==> config.mk <==
export PLATFORM = sky130hd
export DESIGN_NAME = uart_host_bridge
export DESIGN_NICKNAME = d
export VERILOG_FILES = /design/src/rtl/uart_host_bridge.sv
export SDC_FILE = /design/constraint.sdc
export NUM_CORES = 1
export LEC_CHECK = 0
export BUFFER_PORTS_ARGS = -buffer_cell sky130_fd_sc_hd__buf_4
export CELL_PAD_IN_SITES_DETAIL_PLACEMENT = 0
export CELL_PAD_IN_SITES_GLOBAL_PLACEMENT = 1
export CORE_MARGIN = 3
export CORE_UTILIZATION = 50
export CTS_CLUSTER_SIZE = 24
export DETAILED_ROUTE_END_ITERATION = 8
export PLACE_DENSITY_LB_ADDON = 0.1
export SYNTH_ARGS = -nofsm -noshare
export SYNTH_HDL_FRONTEND = slang
export SYNTH_SLANG_ARGS = --single-unit
export TNS_END_PERCENT = 50
==> constraint.sdc <==
create_clock -name clk -period 4.6 [get_ports clk]
set_input_delay 0.92 -clock clk [delete_from_list [all_inputs] [get_ports clk]]
set_output_delay 0.92 -clock clk [all_outputs]
set_load 0.01 [all_outputs]
==> src/rtl/uart_host_bridge.sv <==
// Host-side bridge to a simple UART. It holds a TX and an RX byte FIFO, runs a transmit
// sequencer, and defers baud/char-size reconfiguration until the transmitter is idle.
module uart_host_bridge #(
  parameter int unsigned FIFO_DEPTH = 8,
  parameter logic [11:0] UBRR_INIT  = 12'd650,
  parameter logic [3:0]  UCSZ_INIT  = 4'd8
) (
  input  logic        clk,
  input  logic        rst_n,
  input  logic [11:0] cfg_ubrr_i,
  input  logic [3:0]  cfg_ucsz_i,
  input  logic        cfg_wr_i,
  input  logic [7:0]  tx_data_i,
  input  logic        tx_valid_i,
  output logic        tx_ready_o,
  output logic [7:0]  rx_data_o,
  output logic        rx_valid_o,
  input  logic        rx_ready_i,
  output logic        rx_overflow_o,
  input  logic        clr_ovf_i,
  output logic [11:0] ubrr_o,
  output logic [3:0]  ucsz_o,
  output logic [1:0]  ucr_o,
  output logic [7:0]  udrt_o,
  input  logic [1:0]  usr_i,
  input  logic [7:0]  udrr_i
);
  localparam int unsigned AW = $clog2(FIFO_DEPTH);
  localparam int unsigned CW = AW + 1;
  localparam logic [CW-1:0] FULL    = CW'(FIFO_DEPTH);
  localparam logic [CW-1:0] CNT_ONE = CW'(1);
  localparam logic [AW-1:0] PTR_ONE = AW'(1);

  typedef enum logic [1:0] {T_IDLE, T_LOAD, T_BUSY, T_CFG} txState_e;

  txState_e      state_q, state_d;
  logic [7:0]    txMem [FIFO_DEPTH];
  logic [7:0]    rxMem [FIFO_DEPTH];
  logic [AW-1:0] txWr_q, txWr_d, txRd_q, txRd_d, rxWr_q, rxWr_d, rxRd_q, rxRd_d;
  logic [CW-1:0] txCnt_q, txCnt_d, rxCnt_q, rxCnt_d;
  logic [1:0]    usrMeta_q, usrSync_q;
  logic          rxRdyPrev_q;
  logic          pending_q, pending_d;
  logic [11:0]   cfgUbrr_q, cfgUbrr_d, ubrr_q, ubrr_d;
  logic [3:0]    cfgUcsz_q, cfgUcsz_d, ucsz_q, ucsz_d;
  logic [7:0]    udrt_q, udrt_d;
  logic [1:0]    cfgCnt_q, cfgCnt_d;
  logic          ovf_q, ovf_d;
  logic          txPush, txPop, rxPush, rxPop, rxEdge, txFull, rxFull;

  // USR bit 1 is the UART's rx_ready, bit 0 its tx_idle; only the synchronized copy is used.
  assign txFull = (txCnt_q == FULL);
  assign rxFull = (rxCnt_q == FULL);
  assign txPush = tx_valid_i && !txFull;
  assign txPop  = (state_q == T_IDLE) && !pending_q && (txCnt_q != '0) && usrSync_q[0];
  assign rxEdge = usrSync_q[1] && !rxRdyPrev_q && (state_q != T_CFG);
  assign rxPop  = rx_valid_o && rx_ready_i;
  assign rxPush = rxEdge && (!rxFull || rxPop);

  assign tx_ready_o    = !txFull;
  assign rx_valid_o    = (rxCnt_q != '0);
  assign rx_data_o     = rx_valid_o ? rxMem[rxRd_q] : 8'h00;
  assign rx_overflow_o = ovf_q;
  assign ubrr_o        = ubrr_q;
  assign ucsz_o        = ucsz_q;
  assign udrt_o        = udrt_q;

  always_comb begin
    txWr_d  = txPush ? txWr_q + PTR_ONE : txWr_q;
    txRd_d  = txPop  ? txRd_q + PTR_ONE : txRd_q;
    rxWr_d  = rxPush ? rxWr_q + PTR_ONE : rxWr_q;
    rxRd_d  = rxPop  ? rxRd_q + PTR_ONE : rxRd_q;
    txCnt_d = txCnt_q;
    rxCnt_d = rxCnt_q;
    if (txPush && !txPop) txCnt_d = txCnt_q + CNT_ONE;
    else if (!txPush && txPop) txCnt_d = txCnt_q - CNT_ONE;
    if (rxPush && !rxPop) rxCnt_d = rxCnt_q + CNT_ONE;
    else if (!rxPush && rxPop) rxCnt_d = rxCnt_q - CNT_ONE;
    // A dropped byte outranks a same-cycle clear so the loss is never hidden.
    if (rxEdge && rxFull && !rxPop) ovf_d = 1'b1;
    else if (clr_ovf_i) ovf_d = 1'b0;
    else ovf_d = ovf_q;
  end

  always_comb begin
    state_d   = state_q;
    ubrr_d    = ubrr_q;
    ucsz_d    = ucsz_q;
    udrt_d    = udrt_q;
    cfgCnt_d  = cfgCnt_q;
    ucr_o     = 2'b10;
    pending_d = pending_q | cfg_wr_i;
    cfgUbrr_d = cfg_wr_i ? cfg_ubrr_i : cfgUbrr_q;
    cfgUcsz_d = cfg_wr_i ? cfg_ucsz_i : cfgUcsz_q;
    unique case (state_q)
      T_IDLE: begin
        if (pending_q) begin
          state_d   = T_CFG;
          ubrr_d    = cfgUbrr_q;
          ucsz_d    = cfgUcsz_q;
          cfgCnt_d  = 2'd0;
          pending_d = cfg_wr_i;
        end else if (txPop) begin
          state_d = T_LOAD;
          udrt_d  = txMem[txRd_q];
        end
      end
      T_LOAD: begin
        ucr_o = 2'b11;
        if (!usrSync_q[0]) state_d = T_BUSY;
      end
      T_BUSY: begin
        if (usrSync_q[0]) state_d = T_IDLE;
      end
      T_CFG: begin
        // Holding UCR at zero keeps the UART in reset while the new rate settles.
        ucr_o = 2'b00;
        if (cfgCnt_q == 2'd3) state_d = T_IDLE;
        else cfgCnt_d = cfgCnt_q + 2'd1;
      end
      default: state_d = T_IDLE;
    endcase
  end

  always_ff @(posedge clk) begin
    if (txPush) txMem[txWr_q] <= tx_data_i;
    if (rxPush) rxMem[rxWr_q] <= udrr_i;
  end

  always_ff @(posedge clk or negedge rst_n) begin
    if (!rst_n) begin
      state_q     <= T_IDLE;
      txWr_q      <= '0;
      txRd_q      <= '0;
      rxWr_q      <= '0;
      rxRd_q      <= '0;
      txCnt_q     <= '0;
      rxCnt_q     <= '0;
      usrMeta_q   <= 2'b00;
      usrSync_q   <= 2'b00;
      rxRdyPrev_q <= 1'b0;
      pending_q   <= 1'b0;
      cfgUbrr_q   <= UBRR_INIT;
      cfgUcsz_q   <= UCSZ_INIT;
      ubrr_q      <= UBRR_INIT;
      ucsz_q      <= UCSZ_INIT;
      udrt_q      <= 8'h00;
      cfgCnt_q    <= 2'd0;
      ovf_q       <= 1'b0;
    end else begin
      state_q     <= state_d;
      txWr_q      <= txWr_d;
      txRd_q      <= txRd_d;
      rxWr_q      <= rxWr_d;
      rxRd_q      <= rxRd_d;
      txCnt_q     <= txCnt_d;
      rxCnt_q     <= rxCnt_d;
      usrMeta_q   <= usr_i;
      usrSync_q   <= usrMeta_q;
      rxRdyPrev_q <= usrSync_q[1];
      pending_q   <= pending_d;
      cfgUbrr_q   <= cfgUbrr_d;
      cfgUcsz_q   <= cfgUcsz_d;
      ubrr_q      <= ubrr_d;
      ucsz_q      <= ucsz_d;
      udrt_q      <= udrt_d;
      cfgCnt_q    <= cfgCnt_d;
      ovf_q       <= ovf_d;
    end
  end
endmodule

==> results_dict.tcl <==
set metrics [dict create \
    synth_edf_count 128 \
    crit_arrival_ns 2.47 \
    fp.dieW_um 132 \
    antenna_found_initial 0 \
    grt.met2_usage_pct 28.8 \
    outcome "finished, final reports clean" \
    nets 582 \
    worstPathRequired_ns 3.68 \
    ir_drop_v 0.000331 \
    drv_slew 0 \
    slowest_stage "dfrtp_1" \
    dr_total_vias 4078 \
    use_met1_pct 22.6 \
    ant_nets 0 \
    place_area_mm2 0.00878 \
    clock_skew_ns 0.0110 \
    max-slew-margin-rel_pct 25.0 \
    post-cts-setup-buffers 0 \
    cpPeakStageDelay_ns 1.02 \
    portBuffers 76 \
    hold_viol 0 \
    path_cells "mux4_2, mux2i_1, nor2_1, buf_4" \
    drt_iter0_markers 292 \
    drive_gt1_share_pct 38.2 \
    core-area_mm2 0.0154 \
    cts.reportedPaths.clkPinSlew_ns 0.07 \
    synth_area_per_cell_um2 17.9 \
    power.leakage_uw 0.00348 \
    cts_root_buf "clkbuf_16" \
    dp_slack_ns 1.46 \
    grt_pass1_vias 4245 \
    setup_tns_ns 0 \
    dp_hpwl_mm 8.91 \
    stdcell_area_mm2 0.00934 \
    syn_area_mm2 0.00798 \
    cap_violations 0 \
    track_usage_pct 17.1 \
    clk_latency_ns 0.42 \
    rsz0062_at_grt "false" \
    final.setup.worst_slack_ns 1.21 \
    grt.met3_usage_pct 3.63 \
    synth_cells 445 \
    ys_async_sr_fraction_pct 35.7 \
    cts_sinks 199 \
    worst_pin_slew_ns 1.12 \
    ys_ff_latch 199 \
    synth.distinct_cells 44 \
    grt_pass1_wl_mm 23.0 \
    grt_start_max_net_pins 72 \
    cellPowerDensity_mw_per_mm2 593 \
    viasPerCell 5.42 \
    cts_buffer_depth 2 \
    die_area_mm2 0.0175 \
    fin_crit_ns 3.39 \
    drt_wl_total_mm 14.0 \
    post-route-drc-count 0 \
    insertedDiodeCount 0 \
    detailedRoute.firstPassIterationCount 6 \
    cts_resized 0 \
    ios 77 \
    synth_top_cell_area_share_pct 48.2 \
    ys_seq_area_share_pct 70.6 \
    fin_util_pct 60.5 \
    synthTopCellsByArea "edfxtp_1 48%, dfrtp_1 19%, mux4_2 9.0%, mux2_2 5.1%, dfstp_2 3.3%" \
    synth_ff_type "edfxtp_1" \
    hold_class "reg -> reg" \
    clock.fmax_mhz 295 \
    syn_nets 498 \
    die_h_um 132 \
    wl_per_cell_um 18.6 \
    cp-start-kind "flip-flop" \
    busiest_layer "met2" \
    gp_congestion 0.737 \
    hold_buffers 0 \
    cts_buffers 17 \
    overflow 0 \
    critPathBufInv 1 \
    yosys_warnings 0 \
    synth_top_area_cell "edfxtp_1" \
    post-route-period-util_pct 73.6 \
    rows 45 \
    htreeDepth 4 \
    crit_fanout 17 \
    critPathTopFamily "flip-flops" \
    initial_utilization_pct 51.7 \
    setup_viol 0 \
    end_kind "output pin" \
    path_class "reg -> out" \
    syn_to_final_growth_pct 17.1 \
    cts_tree "yes" \
]
-- path summary, 6_finish.rpt --
check / from / end / slack, ns / depth (start not counted)
setup / recovery: rxRd_q[0] / rx_data_o[0] / 1.21 / 4
hold / removal: usrMeta_q[1] / usrSync_q[1] / 0.36 / 0
setup reg to reg: txCnt_q[0] / txCnt_q[3] / 1.72 / 8
hold reg to reg: usrMeta_q[1] / usrSync_q[1] / 0.36 / 0
max in group asynchronous: rst_n / txRd_q[2] / 3.36 / 1
min in group asynchronous: rst_n / ubrr_o[2] / 0.64 / 1
-- cell usage in the layout, fill, tap and decap left out, types with 2 or more instances in the layout --
master / count
mux2i_1: 18
mux4_2: 32
nand2_1: 26
dfstp_2: 10
mux2_4: 2
nor3_1: 12
clkbuf_16: 17
nor3_2: 3
dfrtp_1: 61
inv_6: 7
a21o_1: 2
nor2b_1: 2
edfxtp_1: 128
o21ai_1: 8
nor4_1: 2
o21ai_0: 8
ha_1: 11
xnor2_1: 10
nor2_1: 16
inv_8: 2
o31ai_1: 2
a21oi_1: 2
fa_1: 2
nand2b_1: 7
mux2_2: 36
xor2_1: 2
inv_1: 5
a2111oi_0: 2
clkinv_2: 2
inv_2: 3
buf_4: 84
-- area by class of cell --
type                    instances  area, um^2
fillers                      1181        6090
flip-flops and latches        199        5630
multi-input cells             219        2220
repair buffers                 84         631
clock buffers                  18         429
well taps                     211         264
clock inverters                14         135
inverters                       8        30.0
-- where the power goes --
part / switching [uW] / internal (uW)
combinational: 647 / 849
sequential: 364 / 2260
clock: 654 / 763
-- cell usage after synthesis (all sizes together) (5+ instances only) --
cell and n:
nand2b 7, nor3 15, mux4 32, nor2 18, inv 8, o21ai 16, xnor2 10, dfrtp 61
edfxtp 128, clkbuf 5, ha 11, mux2 39, mux2i 18, dfstp 10, nand2 27, buf 14
-- stage by stage --
stage          power (uW)  hold WS [ns]  cells
5_1_grt              5870         0.370    753
4_1_cts              5630         0.357    753
3_3_place_gp         4140         0.336    721
3_5_place_dp         4200         0.341    721
2_1_floorplan        3620         0.331    445
6_report             5540         0.356    753
-- metal layers --
| layer | vias to the layer above | share of wire [%] |
|---|---|---|
| met4 | 0 | 1.3 |
| met2 | 70 | 52 |
| met1 | 2117 | 44 |
| met5 | - | 0 |
| li1 | 1878 | - |
| met3 | 13 | 3.0 |
-- cells by family (layout without fill, tap and decap cells) --
family	after synthesis	after routing	synth area share (%)
buffers and inverters	27	124	1.77
DFF	199	199	70.6
muxes	89	89	16.9
xor gates and xnor gates	12	12	1.32
AOI/OAI and AO/OA	30	30	2.53
and+or+nand+nor	75	75	4.66
adders and majority gates	13	13	2.23
-- state kept, by name (all words and copies together), names as in the netlist, 3 cells and up --
signal	cells
rxMem	64
txMem	64
cfgUbrr_q	12
ucsz_o	4
txWr_q	3
rxCnt_q	4
ubrr_o	12
txRd_q	3
rxRd_q	3
cfgUcsz_q	4
udrt_o	8
rxWr_q	3
txCnt_q	4
No activity file was read; power rests on OpenSTA's default activity.
